[src/rtl/lcd_pattern_sched.sv]
// Test-pattern sequencer for the LCD pixel generator: derives bar width by
// repeated subtraction and steps the active pattern only at frame boundaries.
module lcd_pattern_sched #(
  parameter int unsigned NUM_PAT        = 4,
  parameter int unsigned FRAMES_PER_PAT = 120,
  parameter int unsigned NUM_BARS       = 5
) (
  input  logic        lcd_pclk,
  input  logic        rst,
  input  logic [10:0] pixel_xpos,
  input  logic [10:0] pixel_ypos,
  input  logic [10:0] h_disp,
  input  logic [10:0] v_disp,
  input  logic        auto_en,
  input  logic        next_req,
  output logic [2:0]  pattern_sel,
  output logic        pattern_upd,
  output logic [10:0] bar_w,
  output logic        cfg_valid,
  output logic        frame_done,
  output logic [7:0]  frame_cnt
);

  localparam int unsigned POS_W = 11;
  localparam int unsigned SEL_W = 3;
  localparam int unsigned CNT_W = 8;

  localparam logic [POS_W-1:0] BARS       = POS_W'(NUM_BARS);
  localparam logic [SEL_W-1:0] LAST_PAT   = SEL_W'(NUM_PAT - 1);
  localparam logic [CNT_W-1:0] LAST_FRAME = CNT_W'(FRAMES_PER_PAT - 1);

  typedef enum logic {
    CALC = 1'b0,
    RUN  = 1'b1
  } state_t;

  state_t             state, state_d;
  logic               calc_first, calc_first_d;
  logic [POS_W-1:0]   rem, rem_d;
  logic [POS_W-1:0]   quo, quo_d;
  logic [POS_W-1:0]   h_reg, h_reg_d;
  logic [POS_W-1:0]   bar_w_d;
  logic               cfg_valid_d;
  logic               hit, hit_q;
  logic               frame_done_d;
  logic               pattern_upd_d;
  logic [SEL_W-1:0]   pattern_sel_d;
  logic [CNT_W-1:0]   frame_cnt_d;
  logic               pending, pending_d;
  logic               boundary;
  logic               advance;

  // Last active pixel of the frame; wraps harmlessly when a resolution is zero.
  assign hit = (pixel_xpos == (h_disp - POS_W'(1))) &&
               (pixel_ypos == (v_disp - POS_W'(1)));

  // A boundary only counts while geometry is settled for the current h_disp.
  assign boundary = hit && !hit_q && (state == RUN) && (h_disp == h_reg);
  assign advance  = pending || next_req || (auto_en && (frame_cnt == LAST_FRAME));

  // Next-state and output logic: bar-width divider plus pattern sequencing.
  always_comb begin
    state_d       = state;
    calc_first_d  = calc_first;
    rem_d         = rem;
    quo_d         = quo;
    h_reg_d       = h_reg;
    bar_w_d       = bar_w;
    cfg_valid_d   = cfg_valid;
    frame_done_d  = boundary;
    pattern_upd_d = 1'b0;
    pattern_sel_d = pattern_sel;
    frame_cnt_d   = frame_cnt;
    pending_d     = pending | next_req;

    case (state)
      CALC: begin
        if (calc_first) begin
          rem_d        = h_disp;
          quo_d        = '0;
          h_reg_d      = h_disp;
          cfg_valid_d  = 1'b0;
          calc_first_d = 1'b0;
        end else if (h_disp != h_reg) begin
          calc_first_d = 1'b1;
        end else if (rem >= BARS) begin
          rem_d = rem - BARS;
          quo_d = quo + POS_W'(1);
        end else begin
          bar_w_d     = quo;
          cfg_valid_d = 1'b1;
          state_d     = RUN;
        end
      end
      RUN: begin
        if (h_disp != h_reg) begin
          cfg_valid_d  = 1'b0;
          calc_first_d = 1'b1;
          state_d      = CALC;
        end
      end
      default: begin
        calc_first_d = 1'b1;
        state_d      = CALC;
      end
    endcase

    // Requests and auto expiry in the same frame collapse into one advance.
    if (boundary) begin
      if (advance) begin
        pattern_upd_d = 1'b1;
        pattern_sel_d = (pattern_sel >= LAST_PAT) ? '0 : pattern_sel + SEL_W'(1);
        frame_cnt_d   = '0;
        pending_d     = 1'b0;
      end else begin
        frame_cnt_d = auto_en ? frame_cnt + CNT_W'(1) : '0;
      end
    end
  end

  // State and output registers.
  always_ff @(posedge lcd_pclk) begin
    if (rst) begin
      state       <= CALC;
      calc_first  <= 1'b1;
      rem         <= '0;
      quo         <= '0;
      h_reg       <= '0;
      bar_w       <= '0;
      cfg_valid   <= 1'b0;
      hit_q       <= 1'b0;
      frame_done  <= 1'b0;
      pattern_upd <= 1'b0;
      pattern_sel <= '0;
      frame_cnt   <= '0;
      pending     <= 1'b0;
    end else begin
      state       <= state_d;
      calc_first  <= calc_first_d;
      rem         <= rem_d;
      quo         <= quo_d;
      h_reg       <= h_reg_d;
      bar_w       <= bar_w_d;
      cfg_valid   <= cfg_valid_d;
      hit_q       <= hit;
      frame_done  <= frame_done_d;
      pattern_upd <= pattern_upd_d;
      pattern_sel <= pattern_sel_d;
      frame_cnt   <= frame_cnt_d;
      pending     <= pending_d;
    end
  end

endmodule

[config.mk]
export PLATFORM = sky130hd
export DESIGN_NAME = lcd_pattern_sched
export DESIGN_NICKNAME = d
export VERILOG_FILES = /design/src/rtl/lcd_pattern_sched.sv
export SDC_FILE = /design/constraint.sdc
export NUM_CORES = 1
export LEC_CHECK = 0
export ABC_AREA = 1
export ABC_CLOCK_PERIOD_IN_PS = 2100
export BUFFER_PORTS_ARGS = -buffer_cell sky130_fd_sc_hd__buf_2
export CAP_MARGIN = 0
export CORE_ASPECT_RATIO = 0.8
export CORE_MARGIN = 2
export CORE_UTILIZATION = 30
export DETAILED_ROUTE_END_ITERATION = 12
export PLACE_DENSITY = 0.57
export SETUP_SLACK_MARGIN = 0.3
export SLEW_MARGIN = 15
export SYNTH_ARGS = -nofsm -noshare
export SYNTH_HDL_FRONTEND = slang
export SYNTH_SLANG_ARGS = --single-unit
[constraint.sdc]
create_clock -name lcd_pclk -period 2.1 [get_ports lcd_pclk]
set_clock_uncertainty 0.05 [all_clocks]
set_input_delay 0.105 -clock lcd_pclk [delete_from_list [all_inputs] [get_ports lcd_pclk]]
set_output_delay 0.105 -clock lcd_pclk [all_outputs]
set_load 0.01 [all_outputs]
* Yosys cells after proc, flatten, opt, wreduce, memory -nomap -nowiden
Index checks and enable logic that the tools add are counted.
** Word-level totals
- Bits in registers :: 62
- Bits of input ports :: 48
- Word-level logic and storage cells :: 77
** Operators by class
- Add/subtract/negate cells :: 6
- Magnitude comparators :: 2
- Eq/ne operators :: 9
- Muxes and demuxes :: 26
- Bitwise logic cells :: 6
- Reductions and logical operators :: 15
** Operator list (number)
- 11-bit 2-to-1 mux :: 6
- 11-bit == test :: 3
- 11-bit by 1-bit subtractor with 11-bit output, second input constant :: 2
- 8-bit 2-to-1 mux :: 2
- 1-bit 2-to-1 mux :: 14
- 11-bit by 1-bit adder with 11-bit output, second input constant :: 1
- 11-bit by 3-bit >= comparator with 1-bit output, second input constant :: 1
- 11-bit inequality test :: 1
- 11-bit by 3-bit subtractor with 11-bit output, second input constant :: 1
- 8-bit by 1-bit adder with 8-bit output, second input constant :: 1
- 8-bit by 7-bit == test with 1-bit output, second input constant :: 1
- 3-bit inequality test, second input constant :: 2
- 1-bit one-hot mux with 2 select lines :: 3
- 3-bit AND reduction :: 2
- 1-bit logical AND :: 5
- 1-bit inverter :: 5
- 2-bit AND reduction :: 2
- 4-bit AND reduction :: 1
- 3-bit by 1-bit adder with 3-bit output, second input constant :: 1
- 3-bit by 2-bit >= comparator with 1-bit output, second input constant :: 1
- 3-bit 2-to-1 mux :: 1
- 1-bit logical OR :: 2
- 2-bit by 1-bit inequality test with 1-bit output, second input constant :: 1
- 2-bit inequality test, second input constant :: 1
- other kinds (4) :: 4

* Logic depth before layout (Yosys ltp)
Gate-level depths: netlist (run 1).
- Word-level depth :: 8
- Depth in mapped cells :: 17
- Gate-level depth less buffers :: 17

* Worst setup path after synthesis (run 1)
OpenSTA, ideal clock, no wires.
- Path kind :: input -> register
- Start point :: input h_disp[1]
- End point :: register frame_cnt[2]
- Data arrival time :: 1.526 ns
- Slack :: 0.410 ns
- Cell stages on the path :: 16
- Buffers on the path :: 1
- Path through :: inv_2 -> ha_1 -> inv_1 -> nand2_1 -> nand2_1 -> nand2_1 -> nand2_1 -> nor2_1 -> nand3_1 -> nor2_2 -> nand3_2 -> nor2_4 -> nand3_2 -> buf_6 -> o21bai_1 -> nor2_1
** On the way
- Longest elaborated chain between the ends :: 6
- Elaborated cells between the ends (all ways) :: 7
** RTL lines
- start, declared :: RTL line 12 : input logic [10:0] h_disp,
- 11-bit by 1-bit subtractor with 11-bit output :: RTL line 54 : assign hit = (pixel_xpos == (h_disp - POS_W'(1))) &&
- 11-bit == test :: RTL line 54
- 1-bit logical AND :: RTL line 54
- 1-bit logical AND (2 in series) :: RTL line 58 : assign boundary = hit && !hit_q && (state == RUN) && (h_disp == h_reg);
- 1-bit logical AND (*) :: RTL line 58
- end signal, assigned :: RTL line 149 : frame_cnt <= frame_cnt_d;
- end, declared :: RTL line 21 : output logic [7:0] frame_cnt
Every way passes the cells marked *; elsewhere a longest branch is shown, timed or not.
A chain may end at the register's enable or synchronous reset.

* Worst setup path after layout (run 1)
- Start point :: register rem[1]
- End point :: register rem[10]
** On the way
- Longest elaborated chain between the ends :: 4
- Elaborated cells between the ends (all ways) :: 7
** RTL lines
- start, declared :: RTL line 39 : logic [POS_W-1:0] rem, rem_d;
- start signal, assigned :: RTL line 140 : rem <= rem_d;
- 11-bit by 3-bit subtractor with 11-bit output :: RTL line 87 : rem_d = rem - BARS;
- 11-bit 2-to-1 mux :: RTL line 86 : end else if (rem >= BARS) begin
- 11-bit 2-to-1 mux :: RTL line 84 : end else if (h_disp != h_reg) begin
- 11-bit 2-to-1 mux :: RTL line 78 : if (calc_first) begin
Several ways; a longest one is shown, not always the timed one. The select of a mux whose other input is x is not followed.

==> results of run 1 <==
-- repair_timing --
action | CTS | global route
gates resized for setup | 28 | 78
endpoints found under the hold margin | 1 | 0
hold buffers | 1 | 0
gates cloned | 1 | 4
pin swaps | 17 | 23
endpoints found under the setup margin | 42 | 49
buffers inserted | 8 | 8
-- cells by family (layout without fill, tap and decap cells) --
logic type	Yosys count	in the layout	synth area share
buffers and inverters	111	219	0.107
XOR/XNOR	31	31	0.0666
AND/OR/NAND/NOR	349	350	0.378
flip-flops	62	62	0.296
AO/OA/AOI/OAI	99	99	0.128
adder cells (fa/ha/maj)	8	8	0.0239
-- through the flow --
step	cell area, um2	setup WS (ns)
floorplan	4190	0.410
global placement	4800	0.0158
detailed placement	4800	-0.0103
CTS	5290	0.226
global route	5620	0.102
finish	5620	0.213
-- cells in the final DEF, fill, tap and decap left out, types with 8 or more instances in the layout --
| cell | netlist | routed |
|---|---|---|
| nand2_1 | 175 | 167 |
| o21ai_1 | 5 | 10 |
| dfxtp_1 | 62 | 52 |
| a21oi_1 | 38 | 34 |
| clkbuf_16 | 0 | 10 |
| nand4_1 | 12 | 12 |
| nand3_1 | 29 | 27 |
| inv_1 | 87 | 82 |
| o21ai_0 | 40 | 21 |
| inv_2 | 6 | 10 |
| nor2_4 | 7 | 8 |
| buf_4 | 0 | 23 |
| nor2_2 | 4 | 9 |
| nand2_2 | 5 | 12 |
| dfxtp_2 | 0 | 9 |
| o21ai_2 | 0 | 14 |
| buf_2 | 6 | 72 |
| nor2_1 | 78 | 72 |
| nor3_1 | 15 | 13 |
| xnor2_1 | 15 | 13 |
| buf_6 | 3 | 9 |
| xor2_1 | 15 | 14 |
-- power groups by stage --
stage | logic [mW] | clock network [mW] | registers, mW
after floorplan | 0.353 | 0 | 1.26
final | 0.606 | 1.56 | 1.25
after detailed placement | 0.524 | 0 | 1.27
after CTS | 0.566 | 1.59 | 1.25
after global routing | 0.681 | 1.64 | 1.26
after global placement | 0.522 | 0 | 1.27
-- cells in the mapped netlist, drive strengths merged (8+ instances only) --
cell      n  area (um2)
o21ai    45         225
xnor2    15         131
nor2     89         397
nor3     19         115
inv      93         349
nand4    13        87.6
nand2   180         688
ha        8         100
xor2     16         148
a21oi    38         190
nand3    35         205
dfxtp    62        1240
buf       9        63.8
clkbuf    9        35.0
-- metal layers --
| metal | wire length [um] | GRT usage |
|---|---|---|
| met2 | 4990 | 0.234 |
| met4 | 119 | 0.0365 |
| met3 | 691 | 0.0337 |
| met5 | 0 | 0 |
| met1 | 6080 | 0.234 |
-- worst max-delay path: cells and delay by family (launching register included) --
family / cells / cell delay (ns)
AND/OR/NAND/NOR: 3 / 0.46
buffers and inverters: 2 / 0.28
AO/OA/AOI/OAI: 3 / 0.54
adder cells (fa/ha/maj): 1 / 0.12
flip-flops: 1 / 0.33
-- layout make-up --
class                           instances  area, um2  share of cell area
Clock buffer                           13        280              0.0498
Tap cell                              180        225              0.0400
Timing Repair inverter                  1       7.51             0.00133
Clock inverter                          3       40.0             0.00712
Multi-Input combinational cell        488       2740               0.488
Sequential cell                        62       1260               0.223
Timing Repair Buffer                  109        719               0.128
Inverter                               93        353              0.0627
-- how the worst max path moves through the flow --
stage,startpoint,to
floorplan,h_disp[1],frame_cnt[2]
global placement,h_disp[0],frame_cnt[3]
detailed placement,h_disp[0],frame_cnt[3]
CTS,h_reg[10],bar_w[3]
global route,rem[6],rem[10]
finish,rem[1],rem[10]
==> results.py, run 1 <==
metrics = {
    "detailed_routing": {
        "routedWlPerCell_um": 12.5,
        "via_per_inst": 4.65,
        "firstDrtPassIters": 5,
        "drt_iter0_drc": 299,
        "vias": 4409,
        "final_antenna_net_count": 0,
        "route.detailed.drc": 0,
        "finalWirelength_mm": 11.9,
    },
    "floorplanning": {
        "die-width_um": 136,
        "die-area_um2": 14900,
        "boundaryPins": 73,
        "die_y_um": 110,
        "start_util": 0.308,
        "rows": 38,
        "core_area_um2": 13600,
    },
    "cells_and_area": {
        "fin_util": 0.414,
        "drive_gt1_frac": 0.290,
        "num_antenna_cells": 0,
        "nets": 820,
        "fillers": 1495,
        "areaGrowthSynthToFinish_pct": 34.3,
        "fin_cells": 949,
    },
    "setup_path": {
        "crit_required_ns": 2.26,
        "cpMaxStageDelayCell": "dfxtp_2",
        "crit_type": "reg2reg",
        "r2r-end": "rem[10]",
        "critPathMaxFanout": 7,
        "arrival_ns": 2.04,
        "cpPeakStageDelay_ns": 0.33,
        "ff2ff_path_depth": 9,
        "cp_cell_sequence": "inv_2 > ha_4 > nand3_2 > o211ai_1 > nand4_1 > nand2_2 > clkinvlp_4 > a21oi_2 > a21oi_1",
        "reg2reg_from": "rem[1]",
        "r2r_slack_ns": 0.21,
        "cp-end-kind": "flop",
        "start_kind": "flop",
    },
    "placed_design": {
        "dp_cells": 911,
        "gp_congestion": 0.842,
        "dp_hpwl_mm": 8.54,
        "place.port_buffers": 72,
    },
    "power": {
        "pwr-share-comb": 0.177,
        "p_int_mw": 2.51,
        "net-switching-power_uw": 910,
        "p_per_area_nw_per_um2": 608,
        "power_frac_seq": 0.367,
        "p_clk_frac": 0.456,
        "ir_worst_vdd_v": 0.000420,
        "swShare": 0.266,
        "leakage_nw": 2.55,
        "power_mw": 3.42,
    },
    "sta": {
        "min_period_ns": 1.89,
        "finalHoldViolCount": 0,
        "tightest_slew_ns": 0.453,
        "fmax_ghz": 0.530,
        "slew-limit-headroom": 0.698,
        "grt_setup_unrepaired": "true",
        "hold_ws_ns": 0.0470,
        "period_share": 0.899,
        "drv_slew": 0,
        "setup_viol": 0,
        "finalSetupTns_ns": 0,
    },
    "min_path": {
        "hp-start": "h_disp[1]",
        "hold_class": "in2reg",
        "holdPathEnd": "h_reg[1]",
        "hold-path-cell-count": 3,
    },
    "cts": {
        "clock-sinks": 62,
        "tritoncts": "done",
        "ctsLongestPathBuffers": 2,
        "clock-root-buffer": "clkbuf_16",
        "path_clk_slew_ns": 0.05,
        "htree_levels": 3,
        "cts_buffers": 9,
        "clk_latency_ns": 0.33,
    },
    "global_route": {
        "grt_pass1_wl_mm": 18.7,
        "grt_max_degree": 36,
        "antenna_found_initial": 0,
        "grt_pass1_vias": 3912,
        "grt_overflow_total": 0,
        "grtUsageTotal": 0.158,
    },
    "logic_synthesis": {
        "synth_flop_cell": "dfxtp_1",
        "syn_area_um2": 4190,
        "synthCells": 660,
        "synth.distinct_cells": 38,
        "synth-seq-area-share": 0.296,
        "async_reset_ff_frac": 0,
        "syn-num-nets": 716,
        "ys_ff_latch": 62,
        "synth_edf_count": 0,
        "postSynthAreaPerCell_um2": 6.35,
        "synth.yosys.warnings": 0,
    },
    "run": {
        "maxCapViolations": 0,
    },
    "status": {
        "status": "complete, no violations",
    },
}
No activity file was read; power rests on OpenSTA's default activity.
==> inputs of run 2 (changes only) <==
--- a/config.mk
+++ b/config.mk
@@ -12,6 +12,7 @@
 export CORE_ASPECT_RATIO = 0.8
 export CORE_MARGIN = 2
 export CORE_UTILIZATION = 30
+export CTS_BUF_LIST = sky130_fd_sc_hd__clkbuf_8
 export DETAILED_ROUTE_END_ITERATION = 12
 export PLACE_DENSITY = 0.57
 export SETUP_SLACK_MARGIN = 0.3
==> run 2 against run 1 <==
Sequential share of layout area up 0.32 points; power down 12%; final cell count up 0.11%; clock power down 27%; sequential cell count unchanged; die area unchanged; cell area down 1.4%; largest power group is now sequential cells.
==> results.py, run 2 (synthesis gave the netlist of run 1 again) <==
metrics = {
    "floorplanning": {
        "core_area_um2": 13600,
        "start_util": 0.308,
        "boundaryPins": 73,
        "rows": 38,
        "die_y_um": 110,
        "die-width_um": 136,
        "die-area_um2": 14900,
    },
    "run": {
        "maxCapViolations": 0,
    },
    "sta": {
        "drv_slew": 0,
        "slew-limit-headroom": 0.710,
        "grt_setup_unrepaired": "true",
        "hold_ws_ns": 0.0307,
        "tightest_slew_ns": 0.436,
        "min_period_ns": 1.93,
        "period_share": 0.919,
        "finalHoldViolCount": 0,
        "fmax_ghz": 0.518,
        "setup_viol": 0,
        "setup_ws_ns": 0.171,
    },
    "setup_path": {
        "crit_required_ns": 2.27,
        "crit_type": "reg2reg",
        "critPathMaxFanout": 7,
        "start_kind": "flop",
        "r2r_slack_ns": 0.17,
        "arrival_ns": 2.10,
        "cp-end-kind": "flop",
    },
    "cts": {
        "tritoncts": "done",
        "path_clk_slew_ns": 0.07,
        "clk_latency_ns": 0.34,
        "htree_levels": 3,
        "cts_buffers": 9,
        "clock-root-buffer": "clkbuf_8",
        "clock-sinks": 62,
        "ctsLongestPathBuffers": 2,
    },
    "power": {
        "swShare": 0.285,
        "power_mw": 3.02,
        "net-switching-power_uw": 860,
        "p_clk_frac": 0.376,
        "p_per_area_nw_per_um2": 544,
        "p_int_mw": 2.16,
        "pwr-share-comb": 0.209,
        "ir_worst_vdd_v": 0.000306,
        "power_frac_seq": 0.415,
        "leakage_nw": 2.53,
    },
    "cells_and_area": {
        "areaGrowthSynthToFinish_pct": 32.4,
        "nets": 821,
        "layout_commonest_cell": "nand2_1",
        "final_cell_mix": "nand2_1, inv_1, nor2_1, buf_2, dfxtp_1",
        "fin_util": 0.408,
        "num_antenna_cells": 0,
        "drive_gt1_frac": 0.292,
    },
    "placed_design": {
        "place.port_buffers": 72,
        "gp_congestion": 0.842,
        "dp_slack_ns": -0.0103,
        "dp_hpwl_mm": 8.54,
    },
    "global_route": {
        "grt_pass1_vias": 3969,
        "grt_max_degree": 36,
        "grtUsageTotal": 0.158,
        "grt_pass1_wl_mm": 18.7,
        "antenna_found_initial": 0,
        "grt_overflow_total": 0,
    },
    "detailed_routing": {
        "route.detailed.drc": 0,
        "final_antenna_net_count": 0,
        "routedWlPerCell_um": 12.3,
        "drt_iter0_drc": 240,
        "firstDrtPassIters": 4,
        "vias": 4385,
        "via_per_inst": 4.62,
        "finalWirelength_mm": 11.7,
    },
    "status": {
        "status": "complete, no violations",
    },
    "min_path": {
        "hold_class": "in2reg",
    },
}
## run 2: changes by cell type in the layout (fill, tap and decap cells not counted), sizes merged
cell | before | now
buf | 107 | 109
nand3 | 36 | 35
## run 2: worst paths after layout
check | from | to | cells after the start
hold / removal | h_disp[1] | h_reg[1] | 3
setup / recovery | rem[6] | rem[2] | 9
setup reg to reg | rem[6] | rem[2] | 9
hold reg to reg | h_reg[5] | h_reg[5] | 2
## run 2: cell type report
cell class | count | area (um2)
repair inverters | 1 | 7.51
inverters | 93 | 353
fillers | 1498 | 8050
clock inverters | 3 | 40.0
clock buffers | 13 | 179
flip-flops and latches | 62 | 1260
multi-input cells | 487 | 2750
well taps | 180 | 225
repair buffers | 111 | 739
## run 2: critical path, stage by stage, from the launching register on
cell and delay [ns]:
dfxtp_1 0.33, nor2_1 0.15, nand2_2 0.09, o211ai_1 0.33, nand4_1 0.26, nand2_4 0.18, buf_12 0.12, clkinvlp_4 0.15
nand2_1 0.10, a21oi_1 0.06
## run 2: routing by layer
| layer | share of wire | routed length (um) | GRT usage | up-vias |
|---|---|---|---|---|
| met5 | 0 | 0 | 0 | - |
| met4 | 0.0045 | 53 | 0.0320 | 0 |
| met3 | 0.056 | 659 | 0.0350 | 4 |
| met2 | 0.42 | 4920 | 0.237 | 95 |
| met1 | 0.52 | 6040 | 0.231 | 1975 |
| li1 | - | - | - | 2311 |
## run 2: power groups by stage
stage | Combinational (mW) | Sequential (mW) | Clock, mW
2_1_floorplan | 0.353 | 1.26 | 0
3_3_place_gp | 0.522 | 1.27 | 0
3_5_place_dp | 0.524 | 1.27 | 0
4_1_cts | 0.588 | 1.25 | 1.17
5_1_grt | 0.708 | 1.26 | 1.21
6_report | 0.631 | 1.25 | 1.14
## run 2: timing repair
action | in CTS | in global routing
hold buffers | 1 | 0
cloned | 1 | 3
resized for setup | 34 | 72
buffers inserted | 12 | 6
endpoints found under the hold margin | 1 | 0
pin swaps | 24 | 31
endpoints found under the setup margin | 41 | 48
## run 2: through the flow
stage                     std cells  cell area (um2)  setup TNS [ns]
final                           950             5550               0
after global routing            950             5550               0
after CTS                       941             5250               0
after detailed placement        911             4800         -0.0141
after global placement          911             4800               0
after floorplan                 660             4190               0
